<file path="config.mk">
export PLATFORM = sky130hd
export DESIGN_NAME = param_updown_counter
export DESIGN_NICKNAME = d
export VERILOG_FILES = /design/src/rtl/param_updown_counter.sv
export SDC_FILE = /design/constraint.sdc
export NUM_CORES = 1
export LEC_CHECK = 0
export CAP_MARGIN = 20
export CORE_UTILIZATION = 35
export DETAILED_ROUTE_END_ITERATION = 16
export GPL_TIMING_DRIVEN = 0
export PLACE_DENSITY = 0.55
export SETUP_SLACK_MARGIN = 0.02
export SLEW_MARGIN = 10
export SYNTH_ARGS = -nofsm -noshare
export SYNTH_HDL_FRONTEND = slang
export SYNTH_SLANG_ARGS = --single-unit
</file>
<file path="constraint.sdc">
create_clock -name clock -period 4.2 [get_ports clock]
set_input_delay 0.84 -clock clock [delete_from_list [all_inputs] [get_ports clock]]
set_output_delay 0.84 -clock clock [all_outputs]
set_load 0.05 [all_outputs]
</file>
<file path="src/rtl/param_updown_counter.sv">
// Parameterised up/down counter bounded to [LIMIT_LO, LIMIT_HI].
// Supports saturate or wrap at the bounds, a clamped load, and sticky overflow/underflow flags.
module param_updown_counter #(
  parameter int unsigned      WIDTH    = 32,
  parameter int unsigned      STEP_W   = 8,
  parameter logic [WIDTH-1:0] LIMIT_LO = '0,
  parameter logic [WIDTH-1:0] LIMIT_HI = '1
) (
  input  logic              clock,
  input  logic              reset,
  input  logic              en,
  input  logic              dir,
  input  logic [STEP_W-1:0] step,
  input  logic              sat_mode,
  input  logic              load,
  input  logic [WIDTH-1:0]  load_value,
  input  logic              clear_flags,
  output logic [WIDTH-1:0]  value,
  output logic              at_max,
  output logic              at_min,
  output logic              overflow,
  output logic              underflow,
  output logic              wrap_pulse
);

  // Arithmetic width: two guard bits so value + step and value + RANGE never truncate.
  localparam int unsigned AW = WIDTH + 2;
  localparam int unsigned CW = (STEP_W + 1 > AW) ? STEP_W + 1 : AW;

  localparam logic [AW-1:0] LO_A    = AW'(LIMIT_LO);
  localparam logic [AW-1:0] HI_A    = AW'(LIMIT_HI);
  localparam logic [AW-1:0] RANGE_A = HI_A - LO_A + AW'(1);

  logic [WIDTH-1:0] r_value;
  logic             r_overflow;
  logic             r_underflow;
  logic             r_wrap;

  logic [CW-1:0]    w_step_c;
  logic [CW-1:0]    w_range_c;
  logic [AW-1:0]    w_eff;
  logic [AW-1:0]    w_val_a;
  logic [AW-1:0]    w_sum;
  logic [AW-1:0]    w_lo_plus_eff;
  logic             w_up_cross;
  logic             w_dn_cross;

  logic             w_below_lo;
  logic             w_above_hi;
  logic [WIDTH-1:0] w_load_clamped;

  logic [WIDTH-1:0] w_value_nxt;
  logic             w_overflow_nxt;
  logic             w_underflow_nxt;
  logic             w_wrap_nxt;

  // Effective step is capped at RANGE; the compare is done wide enough for either operand.
  assign w_step_c  = CW'(step);
  assign w_range_c = CW'(RANGE_A);
  assign w_eff     = (w_step_c < w_range_c) ? AW'(w_step_c) : AW'(w_range_c);

  assign w_val_a       = AW'(r_value);
  assign w_sum         = w_val_a + w_eff;
  assign w_lo_plus_eff = LO_A + w_eff;
  assign w_up_cross    = (w_sum > HI_A);
  assign w_dn_cross    = (w_val_a < w_lo_plus_eff);

  // Borrow-out of a one-bit-wider subtraction gives the out-of-range tests for the load clamp.
  assign w_below_lo = 1'(({1'b0, load_value} - {1'b0, LIMIT_LO}) >> WIDTH);
  assign w_above_hi = 1'(({1'b0, LIMIT_HI} - {1'b0, load_value}) >> WIDTH);
  assign w_load_clamped = w_below_lo ? LIMIT_LO :
                          w_above_hi ? LIMIT_HI : load_value;

  always_comb begin
    w_value_nxt     = r_value;
    w_overflow_nxt  = r_overflow;
    w_underflow_nxt = r_underflow;
    w_wrap_nxt      = 1'b0;

    if (load) begin
      w_value_nxt = w_load_clamped;
    end else begin
      if (clear_flags) begin
        w_overflow_nxt  = 1'b0;
        w_underflow_nxt = 1'b0;
      end
      if (en) begin
        if (!dir) begin
          if (w_up_cross) begin
            w_overflow_nxt = 1'b1;
            if (sat_mode) begin
              w_value_nxt = LIMIT_HI;
            end else begin
              w_value_nxt = WIDTH'(w_sum - RANGE_A);
              w_wrap_nxt  = 1'b1;
            end
          end else begin
            w_value_nxt = WIDTH'(w_sum);
          end
        end else begin
          if (w_dn_cross) begin
            w_underflow_nxt = 1'b1;
            if (sat_mode) begin
              w_value_nxt = LIMIT_LO;
            end else begin
              w_value_nxt = WIDTH'(w_val_a + RANGE_A - w_eff);
              w_wrap_nxt  = 1'b1;
            end
          end else begin
            w_value_nxt = WIDTH'(w_val_a - w_eff);
          end
        end
      end
    end
  end

  // NOTE: state registers use non-blocking assignments so every flop samples pre-edge values.
  always_ff @(posedge clock) begin
    if (reset) begin
      r_value     <= LIMIT_LO;
      r_overflow  <= 1'b0;
      r_underflow <= 1'b0;
      r_wrap      <= 1'b0;
    end else begin
      r_value     <= w_value_nxt;
      r_overflow  <= w_overflow_nxt;
      r_underflow <= w_underflow_nxt;
      r_wrap      <= w_wrap_nxt;
    end
  end

  assign value      = r_value;
  assign at_max     = (r_value == LIMIT_HI);
  assign at_min     = (r_value == LIMIT_LO);
  assign overflow   = r_overflow;
  assign underflow  = r_underflow;
  assign wrap_pulse = r_wrap;

endmodule

</file>
==> results of run 1 <==
[cell type report]
type                       instances  area, um^2
buffer                            46       214.0
multi-input combinational        456        3007
timing repair buffer              84       835.8
clock buffer                       8       156.4
sequential                        35       700.7
inverter                          27       101.3
tap                              140       175.2
fill                            1145        5793
[report_power, final]
part	internal [W]	leakage, nW	switching, W
Combinational	0.000261	1.60	0.000431
Clock	0.000253	0.0772	0.000160
Sequential	0.000359	0.290	0.0000393
[metrics by stage]
stage               cells  setup TNS (ns)  area (um^2)  worst slack (ns)
floorplan             564               0         3990            0.1400
global placement      785          -2.256         4976           -0.3619
detailed placement    785          -2.881         4976           -0.3551
CTS                   793               0         5136           0.06475
global route          796               0         5190           0.01391
finish                796               0         5190            0.1687
[timing repair]
| action | in CTS | in global routing |
|---|---|---|
| resized for setup | 2 | 9 |
| cloned | 0 | 0 |
| setup buffers | 0 | 3 |
| pin swaps | 0 | 1 |
| hold endpoints to repair | 0 | 0 |
| endpoints found under the setup margin | 1 | 20 |
[kinds of logic (layout without fill, tap and decap cells)]
| kind of cell | count (synthesis) | count (layout) |
|---|---|---|
| buf+inv | 73 | 165 |
| simple gates | 219 | 219 |
| fa+ha+maj | 18 | 18 |
| flops | 35 | 35 |
| compound gates | 192 | 192 |
| xor+xnor | 24 | 24 |
| mux | 3 | 3 |
[registers in the layout, summed over array words and instances (netlist names)]
register and flops:
value 32, underflow 1, overflow 1, wrap_pulse 1
[layer usage]
metal	share of wire, %	wire length [um]	GRT usage (%)
met1	41	7401	41.48
met2	45	8273	51.18
met3	10	1827	4.363
met4	4.0	733	13.90
met5	0	0	0
[cells in the final DEF, fill, tap and decap left out, types with 16 or more instances in the layout]
cell,count
nand2_1,36
a21oi_1,38
o21ai_0,42
inv_1,26
nor3_1,27
clkdlybuf4s50_1,80
ha_1,16
dfxtp_1,35
nor2_1,50
nand4_1,16
clkbuf_1,28
[worst register-to-register path, delay by kind of cell, from the launching register on]
family                   cells  cell delay, ns
buffers and inverters        2            0.49
AO/OA/AOI/OAI                5            1.56
AND/OR/NAND/NOR              2            0.39
adder cells (fa/ha/maj)      1            0.29
flip-flops                   1            0.51
[worst min-delay path by stage]
stage	end	slack, ns	from
CTS	underflow	0.46	underflow
floorplan	underflow	0.67	underflow
detailed placement	underflow	0.46	underflow
global placement	underflow	0.45	underflow
finish	underflow	0.46	underflow
global route	underflow	0.49	underflow
==> flow_metrics.py, run 1 <==
metrics = {
    "outcome": {
        "status": "finished, final reports clean",
    },
    "placement": {
        "gp_congestion": 0.9382,
        "numPortBuffers": 81,
        "hpwl_um": 13330,
    },
    "global_routing": {
        "antenna_found_initial": 0,
        "grt_pass1_wl_um": 27760,
        "grt_usage_pct": 31.55,
        "grt_max_degree": 11,
        "grt_pass1_vias": 4868,
        "overflow": 0,
    },
    "die": {
        "rows": 38,
        "die_w_um": 108.8,
        "die_area_um2": 11830,
        "die_h_um": 108.8,
        "core_um2": 10980,
        "start_util_pct": 36.33,
        "pin_count": 84,
    },
    "clock_network": {
        "clockBufferDepth": 2,
        "cts-htree-levels": 2,
        "root_buffer": "clkbuf_16",
        "cts_tree": "done",
        "cts_buffers": 5,
        "insertion_delay_ns": 0.29,
        "ctsHoldBuffers": 0,
        "cts_num_sinks": 35,
        "clk_pin_slew_worst_paths_ns": 0.06,
    },
    "worst_setup_path": {
        "reg2regPathDepth": 10,
        "cp_cell_sequence": "clkdlybuf4s50_1, inv_1, ha_1, nor2b_1, o31a_1, o31ai_1, nand3_1, nor2_1, a221oi_1, o32ai_1",
        "cp-start-kind": "primary input",
        "worstSetupStartpoint": "step[1]",
        "crit_buf_inv": 2,
        "cp_num_cells": 10,
        "required_ns": 4.39,
        "path_max_fanout": 5,
        "endpoint": "value[21]",
        "r2r_start": "value[6]",
        "cp_data_arrival_time_ns": 4.22,
        "crit_type": "in -> reg",
        "path_delay_family": "compound AO/OA/AOI/OAI gates",
        "critPathMaxStageDelay_ns": 0.86,
        "ff2ff_setup_slack_ns": 0.82,
        "end_kind": "flop",
        "slowest_stage": "o31ai_1",
        "reg2reg_to": "value[21]",
    },
    "sta": {
        "final-hold-violation-count": 0,
        "tightest_slew_ns": 1.270,
        "rsz0062_at_grt": "no",
        "setup_viol": 0,
        "final_max_slew_viol_count": 0,
        "worst_clock_skew_ns": 0.004814,
        "fin_crit_ns": 4.031,
        "max_freq_mhz": 248.1,
        "final.period_utilization_pct": 95.98,
        "maxSlewHeadroom_pct": 15.02,
        "whs_ns": 0.4570,
    },
    "final_layout": {
        "area_growth_pct": 30.07,
        "antenna_cells": 0,
        "layout-drive-gt1-share_pct": 9.146,
        "layout.nets": 720,
        "utilization_pct": 47.25,
    },
    "power_and_ir_drop": {
        "power.density_nw_per_um2": 289.7,
        "p_total_w": 0.001503,
        "p_leak_nw": 1.971,
        "vdd_ir_drop_max_v": 0.0001470,
    },
    "drt": {
        "viasPerCell": 6.398,
        "drt_wl_total_um": 18240,
        "vias": 5093,
        "wl_per_cell_um": 22.91,
        "first_pass_iters": 6,
        "drc_errors": 0,
        "ant_nets": 0,
        "drt_iter0_drc": 592,
    },
    "synth": {
        "synth_top_flop_cell": "dfxtp_1",
        "yosys.area_share.simple_pct": 29.29,
        "synth_cell_types": 76,
        "synth.net_count": 629,
        "ys_ff_latch": 35,
        "synth_top_family_by_area": "compound AO/OA/AOI/OAI gates",
        "synthesis.instances": 564,
        "synth_top_cell_area_share_pct": 17.56,
        "synthMuxAreaShare_pct": 0.7839,
        "async_reset_ff_share_pct": 0,
        "synth_compound_area_share_pct": 33.24,
        "syn_area_um2": 3990,
        "ys_warn_count": 0,
        "yosys.cell_count.top_type": "nor2_1",
        "synth-adder-area-share_pct": 6.021,
        "synth_edf_count": 0,
        "ys_seq_area_share_pct": 17.56,
        "yosys.area_share.xor_xnor_pct": 5.268,
        "synth_area_per_cell_um2": 7.075,
        "synth.largest_area_cell": "dfxtp_1",
        "synth_area_leaders": "dfxtp_1 (18%), o21ai_0 (5.4%), ha_1 (5.0%)",
        "synth_commonest_cells": "nor2_1 (50), o21ai_0 (43), a21oi_1 (39)",
    },
    "worst_hold_path": {
        "min_path_type": "reg -> reg",
        "whs_path_depth": 2,
    },
    "flow_run": {
        "cap_violations": 0,
    },
}
Power figures use the tool's default switching activity.
==> inputs of run 2 (changes only) <==
PLACE_DENSITY = not set   (was 0.55)
PLACE_DENSITY_LB_ADDON = 0.05   (was not set)
==> run 2 against run 1 <==
  * Core utilization is essentially flat
  * Sequential share of layout area is essentially flat
  * Critical endpoint is now value[6]
  * Setup slack lost 0.084 ns
  * Clock power grew 13%
  * Total power grew 3.5%
  * Final area is essentially flat
  * Critical path type unchanged
==> flow_metrics.py, run 2 (synthesis results as in run 1) <==
metrics = {
    "clock_network": {
        "cts_tree": "done",
        "clk_pin_slew_worst_paths_ns": 0.07,
        "cts-htree-levels": 2,
        "cts_num_sinks": 35,
        "cts_setup_buffers": 0,
        "root_buffer": "clkbuf_16",
        "insertion_delay_ns": 0.29,
        "ctsHoldBuffers": 0,
        "clockBufferDepth": 2,
        "cts_buffers": 5,
    },
    "placement": {
        "dpl_cell_area_um2": 4984,
        "numPortBuffers": 81,
        "dpl.cell_count": 786,
        "hpwl_um": 13970,
        "gp_congestion": 0.9409,
        "pre_cts_ws_ns": -0.5954,
    },
    "worst_setup_path": {
        "path_max_fanout": 5,
        "cp_cell_sequence": "clkdlybuf4s50_1, inv_1, ha_1, nor2b_1, o31a_1, o31ai_1, a31oi_1, buf_4, nand2_1, and3_1, o32ai_1",
        "cp-start-kind": "primary input",
        "slowest_stage": "o31ai_1",
        "r2r_start": "value[0]",
        "crit_type": "in -> reg",
        "required_ns": 4.33,
        "ff2ff_setup_slack_ns": 0.66,
        "reg2regPathDepth": 11,
        "critPathMaxStageDelay_ns": 0.92,
        "worstSetupStartpoint": "step[1]",
        "cp_data_arrival_time_ns": 4.24,
        "endpoint": "value[6]",
        "end_kind": "flop",
        "reg2reg_to": "value[22]",
    },
    "final_layout": {
        "layout.nets": 718,
        "antenna_cells": 0,
        "layout-drive-gt1-share_pct": 9.021,
        "final_common_cell": "clkdlybuf4s50_1",
        "n_fill_cell": 1149,
        "fin_area_um2": 5195,
        "final_cell_mix": "clkdlybuf4s50_1 (80), nor2_1 (50), o21ai_0 (42)",
        "stdcell_count": 794,
        "largest_reg_flops": 32,
        "area_growth_pct": 30.20,
    },
    "die": {
        "core_um2": 10980,
        "die_h_um": 108.8,
        "rows": 38,
        "pin_count": 84,
        "start_util_pct": 36.33,
        "die_w_um": 108.8,
        "die_area_um2": 11830,
    },
    "outcome": {
        "status": "finished, final reports clean",
    },
    "drt": {
        "wl_per_cell_um": 24.23,
        "first_pass_iters": 9,
        "vias": 5042,
        "ant_nets": 0,
        "viasPerCell": 6.350,
        "drt_iter0_drc": 587,
        "drc_errors": 0,
        "drt_wl_total_um": 19240,
    },
    "sta": {
        "timing.final.ws_setup_ns": 0.08448,
        "max_freq_mhz": 243.0,
        "tightest_slew_ns": 1.191,
        "rsz0062_at_grt": "yes",
        "setup_viol": 0,
        "final.period_utilization_pct": 97.99,
        "final_max_slew_viol_count": 0,
        "final-hold-violation-count": 0,
        "maxSlewHeadroom_pct": 20.33,
        "worst_clock_skew_ns": 0.01098,
        "fin_crit_ns": 4.116,
    },
    "power_and_ir_drop": {
        "p_sw_w": 0.0006452,
        "power.density_nw_per_um2": 299.5,
        "pwr-share-seq_pct": 25.6,
        "intPower_w": 0.0009108,
        "power_frac_comb_pct": 44.6,
        "vdd_ir_drop_max_v": 0.0001650,
        "pwr-share-clk_pct": 29.9,
        "swShare_pct": 41.47,
        "p_leak_nw": 1.967,
    },
    "global_routing": {
        "overflow": 0,
        "antenna_found_initial": 0,
        "grt_max_degree": 12,
        "grt_pass1_vias": 4757,
        "grt_pass1_wl_um": 28600,
        "grt_usage_pct": 33.00,
    },
    "worst_hold_path": {
        "min_path_type": "reg -> reg",
    },
    "flow_run": {
        "cap_violations": 0,
    },
}
==> run 2: cell count changes in the layout (fill, tap and decap cells not counted) <==
cell | before | now
buf_4 | 5 | 3
clkbuf_8 | 2 | 1
a31oi_2 | 1 | 0
a31oi_1 | 13 | 14
nor4_1 | 14 | 13
nor4_2 | 0 | 1
o21ai_2 | 0 | 1
o21ai_1 | 2 | 1
clkbuf_2 | 3 | 2
bufinv_16 | 0 | 1
clkinv_2 | 0 | 1
==> run 2: layout make-up <==
cell class                 instances  area, um^2  share of cell area (%)
multi-input combinational        456        3010                   57.95
clock buffer                       6       138.9                   2.673
timing repair buffer              82       820.8                   15.80
sequential                        35       700.7                   13.49
buffer                            46       212.7                   4.094
inverter                          27       101.3                   1.951
clock inverter                     2       35.03                  0.6744
tap                              140       175.2                   3.372
==> run 2: how the worst min path moves through the flow <==
stage | start | to | slack [ns] | cells after the start
final | underflow | underflow | 0.47 | 2
after CTS | underflow | underflow | 0.47 | 2
after global routing | underflow | underflow | 0.52 | 2
after global placement | underflow | underflow | 0.46 | 2
after detailed placement | underflow | underflow | 0.46 | 2
after floorplan | underflow | underflow | 0.67 | 2
==> run 2: power groups by stage <==
stage | registers [W] | logic, W | clock network, W
3_5_place_dp | 0.000405 | 0.000670 | 0
4_1_cts | 0.000398 | 0.000673 | 0.000464
3_3_place_gp | 0.000404 | 0.000668 | 0
5_1_grt | 0.000403 | 0.000736 | 0.000479
6_report | 0.000398 | 0.000693 | 0.000465
2_1_floorplan | 0.000487 | 0.000351 | 0
==> run 2: timing repair <==
item / CTS / global route
gates resized for setup: 3 / 7
setup endpoints to repair: 6 / 22
cloned: 0 / 0
pin swaps: 0 / 1
==> run 2: critical path, delay by kind of cell <==
kind,cells,cell delay (ns)
buffers and inverters,3,0.97
AOI/OAI and AO/OA,4,1.77
adders and majority gates,1,0.28
and+or+nand+nor,3,0.37
==> run 2: stage by stage <==
stage,hold WS (ns),setup TNS (ns),total power [W],util [%]
after floorplan,0.6669,0,0.0008378,-
after global placement,0.4589,-6.324,0.001072,45.31
after detailed placement,0.4569,-4.543,0.001075,45.37
after CTS,0.4745,0,0.001535,47.05
after global routing,0.5157,-0.008798,0.001618,47.30
final,0.4666,0,0.001556,47.30
==> run 2: metal layers <==
layer  track usage (%)  up-vias  part of all wire, %
met5                 0        -                    0
met4             11.00        0                  2.5
met3             6.635       39                   11
met2             50.23      312                   43
met1             46.12     2390                   43
li1                  -     2301                    -
